`config.mk`:
```
export PLATFORM = sky130hd
export DESIGN_NAME = mul_seq
export DESIGN_NICKNAME = d
export VERILOG_FILES = /design/src/rtl/mul_seq.sv
export SDC_FILE = /design/constraint.sdc
export NUM_CORES = 1
export LEC_CHECK = 0
export ABC_AREA = 1
export BUFFER_PORTS_ARGS = -buffer_cell sky130_fd_sc_hd__buf_2
export CAP_MARGIN = 10
export CORE_UTILIZATION = 50
export CTS_BUF_LIST = sky130_fd_sc_hd__clkbuf_2
export DETAILED_ROUTE_END_ITERATION = 10
export HOLD_SLACK_MARGIN = 0.1
export PLACE_DENSITY = 0.71
export SYNTH_ARGS = -nofsm -noshare
export SYNTH_HDL_FRONTEND = slang
export SYNTH_SLANG_ARGS = --single-unit
```
`constraint.sdc`:
```
create_clock -name clk -period 2.2 [get_ports clk]
set_input_delay 0 -clock clk [delete_from_list [all_inputs] [get_ports clk]]
set_output_delay 0 -clock clk [all_outputs]
set_load 0.03 [all_outputs]
```
`src/rtl/mul_seq.sv`:
```
// mul_seq: sequential radix-2 shift-add multiplier, WIDTH x WIDTH -> 2*WIDTH.
// Runs in lockstep with the iterative divider; the control unit stalls on busy.
//
// Ports:
//   clk        in   clock, all state changes on the rising edge
//   rstn       in   synchronous reset, ACTIVE HIGH despite the name
//   start      in   operation request, only accepted in IDLE
//   sign       in   1 = signed two's-complement operands, 0 = unsigned
//   data_s     in   multiplicand, captured with an accepted start
//   data_t     in   multiplier, captured with an accepted start
//   busy       out  high from the cycle after an accepted start until done drops
//   done       out  single-cycle pulse, product valid
//   result_hi  out  product bits [2*WIDTH-1:WIDTH]
//   result_lo  out  product bits [WIDTH-1:0]
//   prod_zero  out  held product equals zero
module mul_seq #(
  parameter int WIDTH = 32
) (
  input  logic             clk,
  input  logic             rstn,
  input  logic             start,
  input  logic             sign,
  input  logic [WIDTH-1:0] data_s,
  input  logic [WIDTH-1:0] data_t,
  output logic             busy,
  output logic             done,
  output logic [WIDTH-1:0] result_hi,
  output logic [WIDTH-1:0] result_lo,
  output logic             prod_zero
);

  localparam int PW = 2 * WIDTH;
  localparam int CW = $clog2(WIDTH) + 1;

  typedef enum logic [1:0] {
    ST_IDLE = 2'd0,
    ST_RUN  = 2'd1,
    ST_SIGN = 2'd2,
    ST_DONE = 2'd3
  } state_e;

  // Magnitude of an operand; the most negative value maps onto itself,
  // which is still correct when read back as unsigned.
  function automatic logic [WIDTH-1:0] magnitude(input logic sgn, input logic [WIDTH-1:0] v);
    logic [WIDTH-1:0] m;
    if (sgn && v[WIDTH-1]) begin
      m = ~v + {{(WIDTH-1){1'b0}}, 1'b1};
    end else begin
      m = v;
    end
    return m;
  endfunction

  state_e           state_q;
  logic [PW-1:0]    acc_q;
  logic [PW-1:0]    mcand_q;
  logic [WIDTH-1:0] mplier_q;
  logic [CW-1:0]    cnt_q;
  logic             neg_q;
  logic             busy_q;
  logic             done_q;
  logic [WIDTH-1:0] res_hi_q;
  logic [WIDTH-1:0] res_lo_q;
  logic             pzero_q;

  logic [WIDTH-1:0] mag_s_d;
  logic [WIDTH-1:0] mag_t_d;
  logic [PW-1:0]    sum_d;
  logic [PW-1:0]    neg_acc_d;

  // Operand conditioning and datapath next values.
  always_comb begin
    mag_s_d   = magnitude(sign, data_s);
    mag_t_d   = magnitude(sign, data_t);
    if (mplier_q[0]) begin
      sum_d = acc_q + mcand_q;
    end else begin
      sum_d = acc_q;
    end
    neg_acc_d = ~acc_q + {{(PW-1){1'b0}}, 1'b1};
  end

  // Control FSM, datapath registers and registered outputs.
  always_ff @(posedge clk) begin
    if (rstn) begin
      state_q  <= ST_IDLE;
      acc_q    <= {PW{1'b0}};
      mcand_q  <= {PW{1'b0}};
      mplier_q <= {WIDTH{1'b0}};
      cnt_q    <= {CW{1'b0}};
      neg_q    <= 1'b0;
      busy_q   <= 1'b0;
      done_q   <= 1'b0;
      res_hi_q <= {WIDTH{1'b0}};
      res_lo_q <= {WIDTH{1'b0}};
      pzero_q  <= 1'b1;
    end else begin
      case (state_q)
        ST_IDLE: begin
          // done from the previous operation drops here; busy follows start
          // so a held start restarts without a gap.
          done_q <= 1'b0;
          busy_q <= start;
          if (start) begin
            mcand_q  <= {{WIDTH{1'b0}}, mag_s_d};
            mplier_q <= mag_t_d;
            neg_q    <= sign & (data_s[WIDTH-1] ^ data_t[WIDTH-1]);
            acc_q    <= {PW{1'b0}};
            cnt_q    <= {CW{1'b0}};
            state_q  <= ST_RUN;
          end else begin
            state_q  <= ST_IDLE;
          end
        end
        ST_RUN: begin
          acc_q    <= sum_d;
          mcand_q  <= mcand_q << 1;
          mplier_q <= mplier_q >> 1;
          cnt_q    <= cnt_q + {{(CW-1){1'b0}}, 1'b1};
          // Fixed iteration count, no early exit on a zero multiplier.
          if (cnt_q == CW'(WIDTH - 1)) begin
            state_q <= ST_SIGN;
          end else begin
            state_q <= ST_RUN;
          end
        end
        ST_SIGN: begin
          if (neg_q) begin
            acc_q <= neg_acc_d;
          end else begin
            acc_q <= acc_q;
          end
          state_q <= ST_DONE;
        end
        ST_DONE: begin
          res_hi_q <= acc_q[PW-1:WIDTH];
          res_lo_q <= acc_q[WIDTH-1:0];
          pzero_q  <= (acc_q == {PW{1'b0}});
          done_q   <= 1'b1;
          state_q  <= ST_IDLE;
        end
        default: begin
          state_q <= ST_IDLE;
          busy_q  <= 1'b0;
          done_q  <= 1'b0;
        end
      endcase
    end
  end

  assign busy      = busy_q;
  assign done      = done_q;
  assign result_hi = res_hi_q;
  assign result_lo = res_lo_q;
  assign prod_zero = pzero_q;

endmodule

```
==> results of run 1 <==
## logic make-up after synthesis
| group | Yosys count | synth area share, % |
|---|---|---|
| AND/OR/NAND/NOR | 1823 | 40.6 |
| buffers and inverters | 549 | 11.4 |
| AO/OA/AOI/OAI | 546 | 15.8 |
| flip-flops | 236 | 25.4 |
| adder cells (fa/ha/maj) | 73 | 4.95 |
| XOR/XNOR | 39 | 1.84 |
## stage by stage
step | setup TNS (ns) | instance area (um2) | setup slack (ns) | std cells | utilization, %
after global placement | -4.07 | 22100 | -0.355 | 4104 | 60.4
after floorplan | 0 | 18600 | 0.0734 | 3266 | -
after CTS | -0.178 | 25400 | -0.0303 | 4434 | 69.4
after detailed placement | -5.95 | 22100 | -0.368 | 4104 | 60.4
## routing by layer
layer	overflow	GRT usage, %
met5	0	22.6
met2	1	87.8
met3	1	52.3
met1	0	68.0
met4	0	62.4
## cells in the mapped netlist (2+ instances only)
master / n / area [um2]
a21oi_2: 5 / 43.8
inv_2: 4 / 15.0
inv_1: 440 / 1650
nor3_2: 9 / 90.1
ha_1: 72 / 901
nand3b_1: 12 / 90.1
o21a_1: 2 / 15.0
buf_2: 8 / 40.0
o221ai_1: 20 / 175
nor2_2: 10 / 62.6
xor2_1: 26 / 228
nor2_1: 346 / 1300
nand4_1: 24 / 150
nor2_8: 3 / 60.1
nor3_1: 37 / 185
buf_6: 6 / 67.6
or2_2: 14 / 87.6
buf_1: 13 / 48.8
xnor2_1: 13 / 114
dfxtp_1: 236 / 4720
o21bai_1: 4 / 30.0
o21ai_0: 161 / 806
nor4_1: 9 / 56.3
nand2_1: 1128 / 4230
o22ai_1: 3 / 18.8
nor2_4: 2 / 22.5
nand3_1: 214 / 1070
and3_1: 4 / 25.0
nand2_4: 2 / 22.5
a21oi_1: 305 / 1530
o21ai_1: 8 / 40.0
a31oi_1: 6 / 37.5
clkbuf_1: 78 / 293
o31ai_1: 4 / 30.0
o211ai_1: 20 / 150
nand3_4: 2 / 35.0
a21o_1: 2 / 15.0
nand2_2: 2 / 12.5
## repair_timing
action | CTS
setup buffers | 10
cloned | 0
gates resized for setup | 150
endpoints found under the setup margin | 55
hold buffers | 204
endpoints found under the hold margin | 236
pin swaps | 27
==> impl_metrics.csv, run 1 <==
group,metric,value,unit
yosys,async_flop_share,0,%
clock_network,cts_root_buf,"clkbuf_2",
yosys,ys_ff_latch,236,
floorplan,start_util,50.8,%
floorplan,die_w,195,um
floorplan,rows,70,
run_status,lastStage,"global routing",
yosys,ys_warn_count,0,
yosys,synth_edf_count,0,
yosys,ys_seq_area_share,25.4,%
place,globalplace.congestion,1.05,
yosys,syn_nets,3407,
yosys,ys_types,50,
clock_network,h-tree-depth,3,
yosys,synthCells,3266,
yosys,synth-main-ff-cell,"dfxtp_1",
clock_network,cts_buffers,69,
clock_network,clock-sinks,236,
global_routing,grt_max_degree,161,
place,port_buffers,134,
global_routing,grt_use_total,68.1,%
sta,grt-worst-endpoint,"acc_q[56]$_SDFFE_PP0P_/D",
global_routing,grt.overflow.total,2,
run_status,error_line,"[ERROR GRT-0232] Routing congestion too high. Check the congestion heatmap in the GUI.",
yosys,synth_area_per_cell,5.69,um2
clock_network,clock_path_buffers,3,
floorplan,fp.dieH,195,um
sta,endpoint_type,"register input",
yosys,synth_area,18600,um2
floorplan,io_pins,135,
place,dp_hpwl,57.4,mm
run_status,outcome,"did not finish",
==> run 2: changes to the inputs <==
--- a/config.mk
+++ b/config.mk
@@ -8,11 +8,9 @@
 export ABC_AREA = 1
 export BUFFER_PORTS_ARGS = -buffer_cell sky130_fd_sc_hd__buf_2
 export CAP_MARGIN = 10
-export CORE_UTILIZATION = 50
-export CTS_BUF_LIST = sky130_fd_sc_hd__clkbuf_2
+export CORE_UTILIZATION = 35
 export DETAILED_ROUTE_END_ITERATION = 10
-export HOLD_SLACK_MARGIN = 0.1
-export PLACE_DENSITY = 0.71
+export PLACE_DENSITY_LB_ADDON = 0.15
 export SYNTH_ARGS = -nofsm -noshare
 export SYNTH_HDL_FRONTEND = slang
 export SYNTH_SLANG_ARGS = --single-unit
==> constraint.sdc (replaced) <==
create_clock -name clk -period 2.9 [get_ports clk]
set_input_delay 0 -clock clk [delete_from_list [all_inputs] [get_ports clk]]
set_output_delay 0 -clock clk [all_outputs]
set_load 0.03 [all_outputs]
==> impl_metrics.csv, run 2 <==
group,metric,value,unit
run_status,outcome,"finished, final reports clean",
clock_network,cts_tree,"done",
yosys,synth_most_common_cell,"nand2_1",
clock_network,clock_latency,0.58,ns
place,port_buffers,134,
place,placed_cell_area,20300,um2
place,dp_hpwl,55.9,mm
layout,layout-drive-gt1-share,8.83,%
sta,hold_viol,0,
drt,num_vias,20900,
layout,n_fill_cell,5987,
floorplan,dieArea,54000,um2
min_path,hold_path.class,"primary input to flip-flop",
worst_setup_path,cp-end-kind,"flip-flop",
yosys,synth_top_area_cell,"dfxtp_1",
clock_network,h-tree-depth,1,
clock_network,clk_pin_slew,0.06,ns
yosys,synth_edf_count,0,
sta,worst_pin_slew,0.792,ns
clock_network,clock-sinks,236,
drt,vias_per_cell,5.01,
drt,wire_per_inst,17.1,um
layout,final_util,41.8,%
yosys,synth_compound_area_share,15.8,%
power,p_leak,11.3,nW
floorplan,fp.dieH,232,um
yosys,synth_xor_area_share,1.84,%
place,placed_cells,4046,
sta,slew_headroom,47.2,%
layout,reg.largest.list,"acc_q (64), mcand_q (64)",
yosys,async_flop_share,0,%
worst_setup_path,arrival,3.16,ns
layout,layout_common_cells,"1128 x nand2_1, 439 x inv_1, 345 x nor2_1",
sta,rsz0062_at_grt,"false",
floorplan,rows,84,
sta,fin_crit_sh,94.0,%
floorplan,start_util,35.4,%
layout,fin_nets,3597,
global_routing,antenna_found_initial,0,
yosys,synthCells,3266,
global_routing,grt_use_total,26.0,%
global_routing,grt_pass1_vias,19400,
place,dp_slack,0.248,ns
yosys,synth_top_area_share,25.4,%
sta,setup-violations-final,0,
clock_network,clock_path_buffers,3,
layout,stdcell_count,4165,
layout,seq_area,4720,um2
floorplan,die_w,232,um
yosys,ys_types,50,
layout,multiInputGateArea,11800,um2
yosys,synth_mux_area_share,0,%
yosys,synth-adder-area-share,4.95,%
yosys,synth_area_per_cell,5.69,um2
yosys,syn_nets,3407,
place,globalplace.congestion,0.976,
layout,final_common_cell,"nand2_1",
sta,drv_slew,0,
yosys,ys_seq_area_share,25.4,%
worst_setup_path,crit_required,3.34,ns
yosys,yosys.area_share.simple,40.6,%
global_routing,grt_max_degree,120,
worst_setup_path,startpoint_type,"flip-flop",
floorplan,io_pins,135,
sta,fmax,367,MHz
clock_network,postCtsSetupBuffers,0,
sta,whs,0.0192,ns
yosys,yosys-top-cells-area,"dfxtp_1 25%, nand2_1 23%, inv_1 8.9%",
worst_setup_path,worstPathMaxFanout,5,
power,p_total,10.7,mW
layout,area_growth,18.2,%
drt,routed_wl,71.3,mm
clock_network,cts_root_buf,"clkbuf_16",
sta,min_period,2.73,ns
yosys,synth_top_family_by_area,"simple AND/OR/NAND/NOR gates",
drt,firstDrtPassIters,5,
global_routing,grt_pass1_wl,110,mm
layout,num_antenna_cells,0,
yosys,ys_warn_count,0,
flow_run,drv_cap,0,
floorplan,core_area,52600,um2
yosys,synth_area,18600,um2
global_routing,grt.overflow.total,0,
drt,ant_nets,0,
sta,setup_tns,0,ns
power,power_density,485,nW/um2
sta,setup_ws,0.174,ns
sta,fin_skew,0.0136,ns
yosys,synth-main-ff-cell,"dfxtp_1",
yosys,yosys-top-cells-count,"1128 x nand2_1, 440 x inv_1, 346 x nor2_1",
power,peakVddDrop,0.419,mV
drt,drt-initial-drc-count,1479,
worst_setup_path,crit_type,"flip-flop to flip-flop",
clock_network,cts_buffers,28,
yosys,ys_ff_latch,236,
drt,drc,0,
layout,final_cell_area,22000,um2
run 2: cell counts after synthesis:
Identical to the previous run, type by type.
run 2: layer usage:
| metal | vias up | part of all wire, % | routed length [um] | track usage, % |
|---|---|---|---|---|
| met5 | - | 0 | 0 | 0 |
| li1 | 10800 | - | - | - |
| met3 | 115 | 4.0 | 2830 | 2.19 |
| met4 | 0 | 4.4 | 3140 | 10.4 |
| met2 | 534 | 48 | 34500 | 45.7 |
| met1 | 9420 | 43 | 30800 | 32.5 |
run 2: cell families after synthesis:
group,count (synthesis)
AND/OR/NAND/NOR,1823
adder cells (fa/ha/maj),73
flip-flops,236
AO/OA/AOI/OAI,546
XOR/XNOR,39
buffers and inverters,549
run 2: path summary, 6_finish.rpt:
check                                          startpoint                         to  slack, ns  cells after the start
worst min register to register  mplier_q[31]$_SDFFE_PP0P_  mplier_q[31]$_SDFFE_PP0P_       0.47                      2
worst max register to register      acc_q[0]$_SDFFE_PP0P_     acc_q[16]$_SDFFE_PP0P_       0.17                     15
worst min-delay path                           data_s[30]   mcand_q[30]$_SDFFE_PP0P_       0.02                      5
worst max-delay path                acc_q[0]$_SDFFE_PP0P_     acc_q[16]$_SDFFE_PP0P_       0.17                     15
run 2: what timing repair did:
| action | in CTS | in global routing |
|---|---|---|
| gates resized for setup | 0 | 1 |
| hold buffers | 68 | 0 |
| endpoints found under the hold margin | 114 | 0 |
| endpoints found under the setup margin | 0 | 1 |
run 2: cell type report:
class	count	share of cell area, %
multi-input cells	2481	53.7
flip-flops and latches	236	21.5
repair buffers	265	8.84
inverters	444	7.60
well taps	688	3.92
clock buffers	33	3.42
clock inverters	18	0.997
run 2: critical path, cell delays in order (launching register included):
cell and delay [ns]:
dfxtp_1 0.33, ha_1 0.28, fa_1 0.48, nand2_1 0.11
inv_1 0.05, nand2_1 0.05, nand2_1 0.13, nand2_1 0.09
nand2_1 0.12, nand2_1 0.09, nand2_1 0.17, or2_2 0.32
nand3_1 0.11, o21ai_0 0.10, nand2_1 0.09, a21oi_1 0.06
run 2: power by group:
group          leakage [nW]  switching [mW]  internal (mW)  total [mW]
Clock                 0.467            1.58           2.22        3.80
Combinational          8.94            2.14           1.04        3.17
Sequential             1.91           0.207           3.48        3.69
(Power assumes the default switching activity.)
